<file path="src/rtl/gpio_rf_switch_seq_pkg.sv">
// Shared definitions for the idle-state RF switch pattern sequencer: register
// offsets and state encodings, also used by the software readback decoder.
package gpio_rf_switch_seq_pkg;

   localparam logic [7:0] REG_CTRL  = 8'd0;
   localparam logic [7:0] REG_DWELL = 8'd1;
   localparam logic [7:0] REG_GUARD = 8'd2;
   localparam logic [7:0] REG_TABLE = 8'd3;

   typedef enum logic [1:0] {
      ST_OFF   = 2'd0,
      ST_DWELL = 2'd1,
      ST_GUARD = 2'd2,
      ST_HOLD  = 2'd3
   } state_e;

   function automatic logic [7:0] reg_addr(input int base, input logic [7:0] off);
      return 8'(base) + off;
   endfunction

endpackage

</file>
<file path="src/rtl/gpio_rf_switch_seq_pattern_ram.sv">
// DEPTH x WIDTH flop pattern table: one write port, two combinational read
// ports (current and next entry), cleared asynchronously with the block.
module gpio_seq_pattern_ram #(
   parameter  int DEPTH = 8,
   parameter  int WIDTH = 10,
   localparam int IDX_W = $clog2(DEPTH)
) (
   input  logic             clk,
   input  logic             reset,
   input  logic             we_i,
   input  logic [IDX_W-1:0] waddr_i,
   input  logic [WIDTH-1:0] wdata_i,
   input  logic [IDX_W-1:0] raddr_a_i,
   output logic [WIDTH-1:0] rdata_a_o,
   input  logic [IDX_W-1:0] raddr_b_i,
   output logic [WIDTH-1:0] rdata_b_o
);

   logic [WIDTH-1:0] mem_q [DEPTH];

   // NOTE: the table is built from flops and cleared on reset so a stale
   // pattern can never reach the RF switches before software reloads it.
   always_ff @(posedge clk or negedge reset) begin
      if (!reset) begin
         for (int i = 0; i < DEPTH; i++) mem_q[i] <= '0;
      end else if (we_i) begin
         mem_q[waddr_i] <= wdata_i;
      end
   end

   assign rdata_a_o = mem_q[raddr_a_i];
   assign rdata_b_o = mem_q[raddr_b_i];

endmodule

</file>
<file path="src/rtl/gpio_rf_switch_seq.sv">
// Idle-state RF switch pattern sequencer: steps a programmable GPIO pattern
// table with dwell and break-before-make guard intervals, frozen while rx|tx.
module gpio_rf_switch_seq
   import gpio_rf_switch_seq_pkg::*;
#(
   parameter  int BASE    = 0,
   parameter  int WIDTH   = 10,
   parameter  int DEPTH   = 8,
   parameter  int DWELL_W = 16,
   localparam int IDX_W   = $clog2(DEPTH)
) (
   input  logic             clk,
   input  logic             reset,
   input  logic             set_stb,
   input  logic [7:0]       set_addr,
   input  logic [31:0]      set_data,
   input  logic             rx,
   input  logic             tx,
   output logic [WIDTH-1:0] seq_out,
   output logic [IDX_W-1:0] seq_idx,
   output logic             seq_active,
   output logic             step_stb,
   output logic [31:0]      rb_status
);

   localparam logic [IDX_W-1:0] IDX_ONE = IDX_W'(1);

   logic               enable_q;
   logic [IDX_W-1:0]   last_idx_q;
   logic [DWELL_W-1:0] dwell_len_q;
   logic [DWELL_W-1:0] guard_len_q;
   logic               rx_q, tx_q;
   logic               run;
   state_e             state_q, saved_q;
   logic [IDX_W-1:0]   idx_q, nxt_idx;
   logic [DWELL_W-1:0] cnt_q;
   logic [WIDTH-1:0]   seq_out_q;
   logic               step_q;
   logic               tbl_we;
   logic [WIDTH-1:0]   pat_cur, pat_nxt;
   logic               unused_set_data;

   assign unused_set_data = ^set_data;

   // NOTE: every register below uses non-blocking assignments so all flops
   // sample the same pre-edge values regardless of statement order.
   always_ff @(posedge clk or negedge reset) begin
      if (!reset) begin
         enable_q    <= 1'b0;
         last_idx_q  <= '0;
         dwell_len_q <= '0;
         guard_len_q <= '0;
         rx_q        <= 1'b0;
         tx_q        <= 1'b0;
      end else begin
         rx_q <= rx;
         tx_q <= tx;
         if (set_stb && set_addr == reg_addr(BASE, REG_CTRL)) begin
            enable_q   <= set_data[0];
            last_idx_q <= set_data[IDX_W:1];
         end
         if (set_stb && set_addr == reg_addr(BASE, REG_DWELL)) dwell_len_q <= set_data[DWELL_W-1:0];
         if (set_stb && set_addr == reg_addr(BASE, REG_GUARD)) guard_len_q <= set_data[DWELL_W-1:0];
      end
   end

   assign run     = rx_q | tx_q;
   assign tbl_we  = set_stb && set_addr == reg_addr(BASE, REG_TABLE);
   assign nxt_idx = (idx_q >= last_idx_q) ? '0 : idx_q + IDX_ONE;

   gpio_seq_pattern_ram #(.DEPTH(DEPTH), .WIDTH(WIDTH)) u_ram (
      .clk       (clk),
      .reset     (reset),
      .we_i      (tbl_we),
      .waddr_i   (set_data[16 +: IDX_W]),
      .wdata_i   (set_data[WIDTH-1:0]),
      .raddr_a_i (idx_q),
      .rdata_a_o (pat_cur),
      .raddr_b_i (nxt_idx),
      .rdata_b_o (pat_nxt)
   );

   // seq_out is computed from the next state so it changes on the same edge
   // as state/idx; in HOLD it simply keeps its last value.
   always_ff @(posedge clk or negedge reset) begin
      if (!reset) begin
         state_q   <= ST_OFF;
         saved_q   <= ST_OFF;
         idx_q     <= '0;
         cnt_q     <= '0;
         seq_out_q <= '0;
         step_q    <= 1'b0;
      end else begin
         step_q <= 1'b0;
         if (!enable_q) begin
            state_q   <= ST_OFF;
            idx_q     <= '0;
            cnt_q     <= '0;
            seq_out_q <= '0;
         end else begin
            case (state_q)
               ST_OFF: begin
                  if (!run) begin
                     state_q   <= ST_DWELL;
                     idx_q     <= '0;
                     cnt_q     <= dwell_len_q;
                     seq_out_q <= pat_cur;
                  end
               end
               ST_HOLD: begin
                  if (!run) state_q <= saved_q;
               end
               default: begin
                  if (run) begin
                     saved_q <= state_q;
                     state_q <= ST_HOLD;
                  end else if (cnt_q != '0) begin
                     cnt_q     <= cnt_q - 1'b1;
                     seq_out_q <= (state_q == ST_GUARD) ? (pat_cur & pat_nxt) : pat_cur;
                  end else if (state_q == ST_DWELL && guard_len_q != '0) begin
                     state_q   <= ST_GUARD;
                     cnt_q     <= guard_len_q - 1'b1;
                     seq_out_q <= pat_cur & pat_nxt;
                  end else begin
                     state_q   <= ST_DWELL;
                     idx_q     <= nxt_idx;
                     cnt_q     <= dwell_len_q;
                     seq_out_q <= pat_nxt;
                     step_q    <= 1'b1;
                  end
               end
            endcase
         end
      end
   end

   assign seq_out    = seq_out_q;
   assign seq_idx    = idx_q;
   assign seq_active = (state_q != ST_OFF);
   assign step_stb   = step_q;
   assign rb_status  = {12'b0, state_q, 4'(idx_q), 2'b0, 12'(seq_out_q)};

endmodule
</file>
<file path="config.mk">
export PLATFORM = sky130hd
export DESIGN_NAME = gpio_rf_switch_seq
export DESIGN_NICKNAME = d
export VERILOG_FILES = /design/src/rtl/gpio_rf_switch_seq_pkg.sv /design/src/rtl/gpio_rf_switch_seq_pattern_ram.sv /design/src/rtl/gpio_rf_switch_seq.sv
export SDC_FILE = /design/constraint.sdc
export NUM_CORES = 1
export LEC_CHECK = 0
export ABC_CLOCK_PERIOD_IN_PS = 6630
export BUFFER_PORTS_ARGS = -buffer_cell sky130_fd_sc_hd__buf_2
export CAP_MARGIN = 30
export CORE_UTILIZATION = 55
export DETAILED_ROUTE_END_ITERATION = 10
export PLACE_DENSITY = 0.87
export SETUP_SLACK_MARGIN = 0.15
export SYNTH_ARGS = -nofsm -noshare
export SYNTH_HDL_FRONTEND = slang
export SYNTH_SLANG_ARGS = --single-unit
</file>
<file path="constraint.sdc">
create_clock -name clk -period 6.63 [get_ports clk]
set_input_delay 1.326 -clock clk [delete_from_list [all_inputs] [get_ports clk]]
set_output_delay 1.326 -clock clk [all_outputs]
set_load 0.05 [all_outputs]
</file>
=== After elaboration in Yosys (flattened, before gate mapping) ===
Index checks and enable logic that the tools add are counted.

* $add $sub $neg: 3
* Order comparisons: 5
* Equality and inequality tests: 12
* Multiplexer cells: 41
* Bitwise logic cells: 6
* Reductions and logical operators: 16

{| class="wikitable"
|+ Operators by type and width
! kind !! number
|-
| 2-to-1 mux 10 bit || 11
|-
| bitwise mux 80 bit || 1
|-
| 2-to-1 mux 16 bit || 5
|-
| binary-select mux 10 bit (select 3 bit) || 2
|-
| case mux 16 bit (2 select lines) || 1
|-
| nonzero test 16 bit || 2
|-
| subtractor 16 x 1 -> 16 bit (second input constant) || 2
|-
| demux 10 bit (select 3 bit) || 1
|-
| case mux 10 bit (2 select lines) || 1
|-
| 2-to-1 mux 3 bit || 6
|-
| == test 8 x 2 -> 1 bit (second input constant) || 2
|-
| greater-or-equal comparator 4 bit (second input constant) || 3
|-
| 2-to-1 mux 2 bit || 6
|-
| inverter 3 -> 4 bit || 3
|-
| bitwise AND 10 bit || 1
|-
| == test 8 x 1 -> 1 bit (second input constant) || 1
|-
| logical NOT 8 bit || 1
|-
| logical AND 1 bit || 6
|-
| inequality test 3 x 2 -> 1 bit (second input constant) || 2
|-
| case mux 3 bit (2 select lines) || 1
|-
| AND reduction 2 bit || 3
|-
| 2-to-1 mux 1 bit || 5
|-
| inequality test 5 x 3 -> 1 bit (second input constant) || 1
|-
| == test 2 bit (second input constant) || 2
|-
| 13 further kinds || 14
|}

* Register bits: 152
* Bits of input ports: 45

=== Depth between registers and ports, before layout ===
Gate-level depths: netlist of the first run.

* Word-level depth: 12
* Mapped depth: 11

=== Modules after synthesis ===
A second synthesis of the first run with hierarchy kept.

* Cell total of the unflattened synthesis: 727
* Area, all modules: 8911.0 um^2

{| class="wikitable"
|+ Modules (own cells, without submodules)
! module !! times used !! cells each !! area an instance (um^2) !! seq. area each (um^2)
|-
| gpio_rf_switch_seq || 1 || 482 || 4544.4 || 1801.7
|-
| gpio_seq_pattern_ram || 1 || 245 || 4366.7 || 2001.9
|}

=== Worst setup path before layout of the first run ===
No wires, ideal clock.

* Path type: in2reg
* Start point: input port set_addr[4]
* End point: register u_ram.mem_q[40] (netlist bit)
* Setup time: 0.125 ns
* Arrival: 3.172 ns
* Setup slack: 3.333 ns
* Stages: 6
* Cell sequence: or4b_1 -> nor4_4 -> nand4_1 -> nor3b_1 -> buf_2 -> mux2_2

* Longest elaborated chain between the ends: 2

{| class="wikitable"
|+ Ends and longest elaborated chain
! element !! RTL line !! source
|-
| from (decl) || gpio_rf_switch_seq.sv:15 || <nowiki>input logic [7:0] set_addr,</nowiki>
|-
| == test 8 x 2 -> 1 bit || gpio_rf_switch_seq.sv:68 || <nowiki>assign tbl_we = set_stb && set_addr == reg_addr(BASE, REG_TABLE);</nowiki>
|-
| logical AND 1 bit || gpio_rf_switch_seq.sv:68 ||
|-
| to (signal, indexed assignment) || gpio_rf_switch_seq_pattern_ram.sv:27 || <nowiki>mem_q[waddr_i] <= wdata_i;</nowiki>
|-
| to (decl) || gpio_rf_switch_seq_pattern_ram.sv:19 || <nowiki>logic [WIDTH-1:0] mem_q [DEPTH];</nowiki>
|}

Every way passes these cells.
A chain may end at the register's enable or synchronous reset.

=== Worst setup path in the final report of the first run ===
* Start point: register state_q[0]
* End point: output port seq_active

* Longest elaborated chain between the ends: 1

{| class="wikitable"
|+ Ends and longest elaborated chain
! element !! RTL line !! source
|-
| from (decl) || gpio_rf_switch_seq.sv:34 || <nowiki>state_e state_q, saved_q;</nowiki>
|-
| from (signal assigned) || gpio_rf_switch_seq.sv:111 || <nowiki>if (!run) state_q <= saved_q;</nowiki>
|-
| nonzero test 2 bit || gpio_rf_switch_seq.sv:139 || <nowiki>assign seq_active = (state_q != ST_OFF);</nowiki>
|-
| to (decl) || gpio_rf_switch_seq.sv:21 || <nowiki>output logic seq_active,</nowiki>
|}

Every way passes these cells.

==> results of run 1 <==
## final cells by class
cell class | instances | area, um^2
multi-input cells | 544 | 4530
inverters | 15 | 56.3
clock inverters | 13 | 171
clock buffers | 19 | 433
repair buffers | 75 | 422
flip-flops and latches | 152 | 3800
well taps | 211 | 264
fillers | 1118 | 5690
## cell usage after synthesis, drive strengths merged (4+ instances only)
| library cell | n | share of area, % |
|---|---|---|
| a21oi | 23 | 1.3 |
| or3 | 17 | 1.2 |
| nor4 | 9 | 1.2 |
| mux2 | 114 | 15 |
| mux2i | 15 | 1.7 |
| clkbuf | 39 | 1.7 |
| or4 | 4 | 0.34 |
| xnor2 | 8 | 0.80 |
| inv | 15 | 0.64 |
| nand2 | 54 | 2.3 |
| ha | 12 | 1.7 |
| o21ai | 28 | 1.6 |
| a32o | 12 | 1.4 |
| mux4 | 30 | 7.7 |
| o211ai | 8 | 0.69 |
| or2 | 4 | 0.29 |
| nand3 | 21 | 1.3 |
| nand4 | 5 | 0.36 |
| o22ai | 10 | 0.71 |
| nor3 | 17 | 1.2 |
| buf | 49 | 3.5 |
| xor2 | 11 | 1.1 |
| dfrtp | 152 | 43 |
| nor2 | 48 | 2.1 |
| o311ai | 13 | 1.3 |
| a21o | 4 | 0.34 |
| a31oi | 15 | 1.1 |
## worst max-delay path, stage by stage, from the launching register on
cell     delay, ns
dfrtp_1       0.43
inv_1         0.15
ha_1          0.65
inv_1         0.46
buf_2         0.34
## routing by layer
layer | track usage [%] | vias to the layer above
met4 | 16.9 | 0
met5 | 0 | -
met3 | 8.60 | 88
met1 | 38.8 | 3362
li1 | - | 2923
met2 | 43.7 | 471
## final timing paths
| path | from | to | slack [ns] | cells past startpoint |
|---|---|---|---|---|
| worst min-delay path | saved_q[0] | saved_q[0] | 0.49 | 2 |
| worst max register to register | seq_idx[0] | seq_out[3] | 3.19 | 8 |
| min in group asynchronous | reset | guard_len_q[8] | 0.91 | 1 |
| max in group asynchronous | reset | seq_idx[0] | 4.25 | 2 |
| worst max-delay path | state_q[0] | seq_active | 2.84 | 4 |
| worst min register to register | saved_q[0] | saved_q[0] | 0.49 | 2 |
## kinds of logic after synthesis
| group | Yosys count |
|---|---|
| DFF | 152 |
| other | 1 |
| xor gates and xnor gates | 19 |
| buffers and inverters | 103 |
| adders and majority gates | 12 |
| AOI/OAI and AO/OA | 139 |
| and+or+nand+nor | 198 |
| muxes | 159 |
## registers in the layout, summed over array words and instances (netlist names), 2 cells and up
name         count
cnt_q           16
dwell_len_q     16
guard_len_q     16
last_idx_q       3
saved_q          2
seq_idx          3
seq_out         10
state_q          2
u_ram.mem_q     80
## metrics by stage
stage                     area (um^2)  hold slack, ns  util [%]
after CTS                        9670           0.492      62.9
after detailed placement         9060           0.479      59.0
after global placement           9060           0.469      58.9
final                            9680           0.486      63.0
after global routing             9680           0.541      63.0
after floorplan                  8820           0.445         -
## power groups by stage
stage	registers (uW)	logic, uW	clock network (uW)
after floorplan	973	148	0
after global placement	975	199	0
after detailed placement	976	206	0
after CTS	960	209	1010
after global routing	962	229	1050
final	961	211	998
==> results.json, run 1 <==
{
  "path_class": "flip-flop to output pin",
  "h-tree-depth": 4,
  "finalSetupViolations": 0,
  "die_w_um": 128,
  "io-pin-count": 92,
  "pre_cts_ws_ns": 2.69,
  "drc": 0,
  "layout_common_cells": "151 x dfrtp_1, 114 x mux2_2, 61 x buf_2",
  "first_global_vias": 6747,
  "synthFlopType": "dfrtp_1",
  "fp.dieH_um": 128,
  "synth-xor-area-share_pct": 1.90,
  "switching_share_pct": 25.9,
  "max_freq_ghz": 0.264,
  "cts_tree": "yes",
  "internal_power_uw": 1610,
  "power_frac_seq_pct": 44.3,
  "skew_ns": 0.00849,
  "cp.arrival_ns": 2.46,
  "fin_crit_ns": 3.79,
  "postSynth.asyncResetShare_pct": 100,
  "hpwl_um": 13900,
  "fin_crit_sh_pct": 57.2,
  "port-buffer-count": 61,
  "hold_viol_final": 0,
  "path_max_fanout": 19,
  "syn_to_final_growth_pct": 10.5,
  "final_cells": 1029,
  "cap_violations": 0,
  "wl_met3_um": 2550,
  "core_area_mm2": 0.0154,
  "yosysWarnings": 0,
  "hold_buffers": 0,
  "ys_seq_area_share_pct": 43.4,
  "grt_max_degree": 79,
  "finalPower_uw": 2170,
  "synth_top_family_by_area": "multiplexers",
  "root_buffer": "clkbuf_16",
  "start_util_pct": 57.0,
  "leakagePower_uw": 0.00453,
  "fin_nets": 862,
  "synthSimpleGateAreaFrac_pct": 12.0,
  "drtIter0Drc": 681,
  "num_vias": 6844,
  "routed.top_layer": "met4",
  "worst_slack_ns": 2.84,
  "place_inst": 996,
  "drtAntennaViolNets": 0,
  "wl_met1_um": 8970,
  "cts_setup_buffers": 0,
  "synth_compound_area_share_pct": 11.1,
  "path_clk_slew_ns": 0.06,
  "share_comb_of_total_power_pct": 9.7,
  "rsz0062_at_grt": "no",
  "powerDensity_mw_per_mm2": 224,
  "netlist_area_mm2": 0.00876,
  "overflow": 0,
  "cts_resized": 0,
  "dr.pass1.iters": 5,
  "clockPowerShare_pct": 46.0,
  "synthMuxAreaShare_pct": 24.1,
  "cts-buffers-inserted": 17,
  "synthesis.instances": 783,
  "clock_path_buffers": 2,
  "track_usage_pct": 29.5,
  "grt_antenna_before_repair": 0,
  "cts_sinks": 152,
  "clock_latency_ns": 0.44,
  "hp-class": "flip-flop to flip-flop",
  "wl_per_cell_um": 22.2,
  "endpoint_kind": "output pin",
  "start_kind": "flip-flop",
  "met2_wirelength_um": 10400,
  "finalWirelength_um": 22900,
  "maxSlewHeadroom_pct": 29.1,
  "cp.required_ns": 5.30,
  "diodes": 0,
  "synth_seq_cells": 152,
  "die_area_mm2": 0.0164,
  "row_count": 45,
  "peakVddDrop_mv": 0.181,
  "synth-edff-count": 0,
  "avgSynthCellArea_um2": 11.2,
  "via_per_inst": 6.65,
  "place_congestion": 0.883,
  "grt_pass1_wl_um": 36400,
  "drive_above_1_share_pct": 32.9,
  "slew_viol_final": 0,
  "synthAdderAreaFrac_pct": 1.71,
  "final_common_cell": "dfrtp_1",
  "power.switching_uw": 563,
  "fin_setup_tns_ns": 0,
  "status": "complete, no violations",
  "tightest_slew_ns": 1.06,
  "ys_types": 63
}
Power figures use the tool's default switching activity.
==> inputs of run 2 (changes only) <==
ABC_CLOCK_PERIOD_IN_PS = 3780   (was 6630)
clock period = 3.78 ns   (was 6.63 ns; I/O delays follow)
==> results.json, run 2 (synthesized netlist as in run 1, its figures left out) <==
{
  "via_per_inst": 6.53,
  "start_util_pct": 57.0,
  "cts_resized": 0,
  "track_usage_pct": 29.6,
  "rr_worst_depth": 6,
  "first_global_vias": 6692,
  "fp.dieH_um": 128,
  "rsz0062_at_grt": "no",
  "largest_reg_flops": 80,
  "slew_viol_final": 0,
  "multiInputGateArea_mm2": 0.00452,
  "peakVddDrop_mv": 0.369,
  "drive_above_1_share_pct": 33.6,
  "regMostFlops": "u_ram.mem_q",
  "hold_buffers": 0,
  "powerDensity_mw_per_mm2": 384,
  "h-tree-depth": 4,
  "start_kind": "flip-flop",
  "clock_latency_ns": 0.44,
  "hp-class": "primary input to asynchronous set/reset pin",
  "fillerInstances": 1135,
  "endpoint_kind": "flip-flop",
  "drc": 0,
  "root_buffer": "clkbuf_16",
  "fin_crit_sh_pct": 73.8,
  "finalWirelength_um": 22800,
  "port-buffer-count": 61,
  "die_w_um": 128,
  "io-pin-count": 92,
  "final_common_cell": "dfrtp_1",
  "hpwl_um": 14600,
  "whs_ns": 0.298,
  "maxSlewHeadroom_pct": 28.9,
  "die_area_mm2": 0.0164,
  "cp.required_ns": 4.11,
  "wl_per_cell_um": 22.0,
  "cts_tree": "yes",
  "register_area_mm2": 0.00380,
  "layout_common_cells": "151 x dfrtp_1, 114 x mux2_2, 60 x buf_2",
  "path_clk_slew_ns": 0.07,
  "skew_ns": 0.0122,
  "grt_antenna_before_repair": 0,
  "core_area_mm2": 0.0154,
  "cts_sinks": 152,
  "finalSetupViolations": 0,
  "place_congestion": 0.864,
  "drtAntennaViolNets": 0,
  "tightest_slew_ns": 1.07,
  "dr.pass1.iters": 5,
  "row_count": 45,
  "cts-buffers-inserted": 17,
  "hold_viol_final": 0,
  "grt_pass1_wl_um": 36500,
  "fin_nets": 869,
  "cp.arrival_ns": 3.12,
  "status": "complete, no violations",
  "grt_max_degree": 66,
  "diodes": 0,
  "leakagePower_uw": 0.00455,
  "fin_crit_ns": 2.79,
  "cap_violations": 0,
  "num_vias": 6767,
  "syn_to_final_growth_pct": 10.9,
  "clock_path_buffers": 2,
  "path_class": "flip-flop to flip-flop",
  "fin_setup_tns_ns": 0,
  "drtIter0Drc": 749,
  "overflow": 0,
  "cts_setup_buffers": 0,
  "max_freq_ghz": 0.358,
  "path_max_fanout": 10
}
run 2: critical path: stages (launching register included):
cell and delay (ns):
dfrtp_1 0.44, or4_1 0.71, nor4_4 0.31, and2_1 0.41, o21a_2 0.34, o311ai_0 0.21, a32o_1 0.25
run 2: metrics by stage:
step           utilization (%)  cell area, um^2  instances  total power (uW)  setup WS (ns)
5_1_grt                   63.2             9720       1036              3830          0.822
6_report                  63.2             9720       1036              3730          0.989
3_5_place_dp              59.5             9140       1004              2080          0.691
2_1_floorplan                -             8820        799              1970          0.598
4_1_cts                   63.2             9720       1036              3730           1.03
3_3_place_gp              59.5             9140       1004              2070          0.738
run 2: power by group:
group          internal (uW)  switching, uW  leakage (uW)  total [uW]
logic                    119            258       0.00217         378
registers               1660           28.7       0.00210        1680
clock network            906            761      0.000281        1670
run 2: worst paths after layout:
check                                 from               to  slack [ns]
worst min register to register  saved_q[1]       saved_q[1]        0.48
worst min-delay path                 reset  guard_len_q[14]        0.30
worst max-delay path              cnt_q[2]       seq_out[4]        0.99
worst max register to register    cnt_q[2]       seq_out[4]        0.99
max in group asynchronous            reset       seq_out[5]        2.64
min in group clk                        rx             rx_q        0.43
run 2: area by class of cell:
class | instances | share of cell area (%)
clock buffer | 19 | 4.66
inverter | 15 | 0.579
sequential | 152 | 39.2
timing repair buffer | 82 | 5.09
tap | 211 | 2.72
multi-input combinational | 544 | 46.5
clock inverter | 13 | 1.30
run 2: per-layer routing:
metal | GRT usage, % | up-vias | wire length [um]
met5 | 0 | - | 0
met4 | 13.4 | 0 | 708
met3 | 9.18 | 69 | 2540
met2 | 45.2 | 417 | 10400
met1 | 38.8 | 3346 | 9120
li1 | - | 2935 | -
==> inputs of run 3 (changes only) <==
ABC_CLOCK_PERIOD_IN_PS = 2800   (was 3780)
clock period = 2.8 ns   (was 3.78 ns; I/O delays follow)
==> results.json, run 3 (synthesized netlist as in run 1, its figures left out) <==
{
  "drc": 0,
  "port-buffer-count": 61,
  "cp_cell_sequence": "nor3_1 -> nand2_1 -> o41ai_2 -> buf_4 -> a21oi_1 -> o21ai_0 -> o21ai_0",
  "path_max_fanout": 14,
  "crit_start": "guard_len_q[7]",
  "cts_resized": 0,
  "h-tree-depth": 4,
  "finalSetupViolations": 0,
  "cts_sinks": 152,
  "cap_violations": 0,
  "path_clk_slew_ns": 0.06,
  "grt_antenna_before_repair": 0,
  "drtIter0Drc": 652,
  "row_count": 45,
  "cts-buffers-inserted": 17,
  "power_frac_seq_pct": 43.4,
  "fin_setup_tns_ns": 0,
  "place_congestion": 0.876,
  "grt_pass1_wl_um": 36800,
  "internal_power_uw": 3850,
  "whs_ns": 0.138,
  "hold_viol_final": 0,
  "powerDensity_mw_per_mm2": 528,
  "cp.required_ns": 3.09,
  "clock_latency_ns": 0.44,
  "cp_slowest_cell": "dfrtp_1",
  "power.switching_uw": 1390,
  "cp.buffers_inverters": 1,
  "grt_max_degree": 72,
  "share_comb_of_total_power_pct": 10.0,
  "hold_buffers": 0,
  "worst_path_most_repeated_cell": "o21ai_0",
  "diodes": 0,
  "final_common_cell": "dfrtp_1",
  "critical_path.top_delay_family": "compound AO/OA/AOI/OAI gates",
  "overflow": 0,
  "slowest_delay_ns": 0.44,
  "clockPowerShare_pct": 46.6,
  "skew_ns": 0.00752,
  "num_vias": 6918,
  "switching_share_pct": 26.5,
  "die_w_um": 128,
  "start_kind": "flip-flop",
  "drive_above_1_share_pct": 35.0,
  "cts_tree": "yes",
  "layout_common_cells": "151 x dfrtp_1, 114 x mux2_2, 60 x buf_2",
  "leakagePower_uw": 0.00465,
  "cp.arrival_ns": 2.82,
  "endpoint_kind": "flip-flop",
  "slew_viol_final": 0,
  "die_area_mm2": 0.0164,
  "use_met2_pct": 45.8,
  "largest_reg_flops": 80,
  "core_area_mm2": 0.0154,
  "fin_crit_ns": 2.53,
  "wl_per_cell_um": 22.0,
  "max_freq_ghz": 0.396,
  "hpwl_um": 15100,
  "start_util_pct": 57.0,
  "rsz0062_at_grt": "no",
  "fillerInstances": 1061,
  "syn_to_final_growth_pct": 13.2,
  "clock_path_buffers": 2,
  "first_global_vias": 6738,
  "cts_setup_buffers": 0,
  "met1_usage_pct": 40.3,
  "status": "complete, no violations",
  "grt_busiest_layer": "met2",
  "peakVddDrop_mv": 0.641,
  "met3_usage_pct": 8.01,
  "track_usage_pct": 30.0,
  "fp.dieH_um": 128,
  "hp-class": "primary input to asynchronous set/reset pin",
  "via_per_inst": 6.57,
  "root_buffer": "clkbuf_16",
  "timing.rr.start": "guard_len_q[7]",
  "maxSlewHeadroom_pct": 48.6,
  "path_class": "flip-flop to flip-flop",
  "fin_crit_sh_pct": 90.2,
  "fin_nets": 886,
  "tightest_slew_ns": 0.771,
  "io-pin-count": 92,
  "finalWirelength_um": 23100,
  "dr.pass1.iters": 6,
  "regMostFlops": "u_ram.mem_q",
  "drtAntennaViolNets": 0
}
## run 3: cell types whose count changed in the layout (fill, tap and decap cells not counted), sizes merged
cell      delta
clkinvlp     +1
bufinv       +3
clkinv       -2
buf         +17
inv          -1
clkbuf       -1
## run 3: path summary, 6_finish.rpt
path	end	slack [ns]	depth (start not counted)
setup / recovery	seq_idx[2]	0.27	7
hold / removal	guard_len_q[12]	0.14	1
setup reg to reg	seq_idx[2]	0.27	7
hold reg to reg	saved_q[1]	0.49	2
max in group asynchronous	seq_idx[0]	1.89	2
min in group clk	tx_q	0.23	1
## run 3: layout make-up
class	instances	area, um^2	area share [%]
clock buffer	18	439	4.43
clock inverter	14	185	1.87
inverter	15	56.3	0.568
multi-input combinational	544	4520	45.6
sequential	152	3800	38.4
tap	211	264	2.66
timing repair buffer	99	647	6.52
## run 3: per-layer routing
metal	share of wire [%]	vias to the layer above
li1	-	2963
met4	3.5	0
met5	0	-
met1	40	3407
met3	11	79
met2	46	469
## run 3: stage by stage
stage	total power (uW)	std cells	util [%]	area, um^2	setup slack, ns
detailed placement	2820	1021	60.5	9300	0.0650
finish	5240	1053	64.5	9920	0.274
global placement	2800	1021	60.5	9300	0.144
floorplan	2660	799	-	8830	0.167
CTS	5240	1053	64.5	9920	0.317
global route	5400	1053	64.5	9920	0.155
## run 3: power by group through the flow
stage               registers, uW  logic, uW  clock network [uW]
floorplan                    2300        351                   0
global placement             2310        491                   0
detailed placement           2310        509                   0
CTS                          2270        516                2450
global route                 2280        564                2550
finish                       2280        524                2440
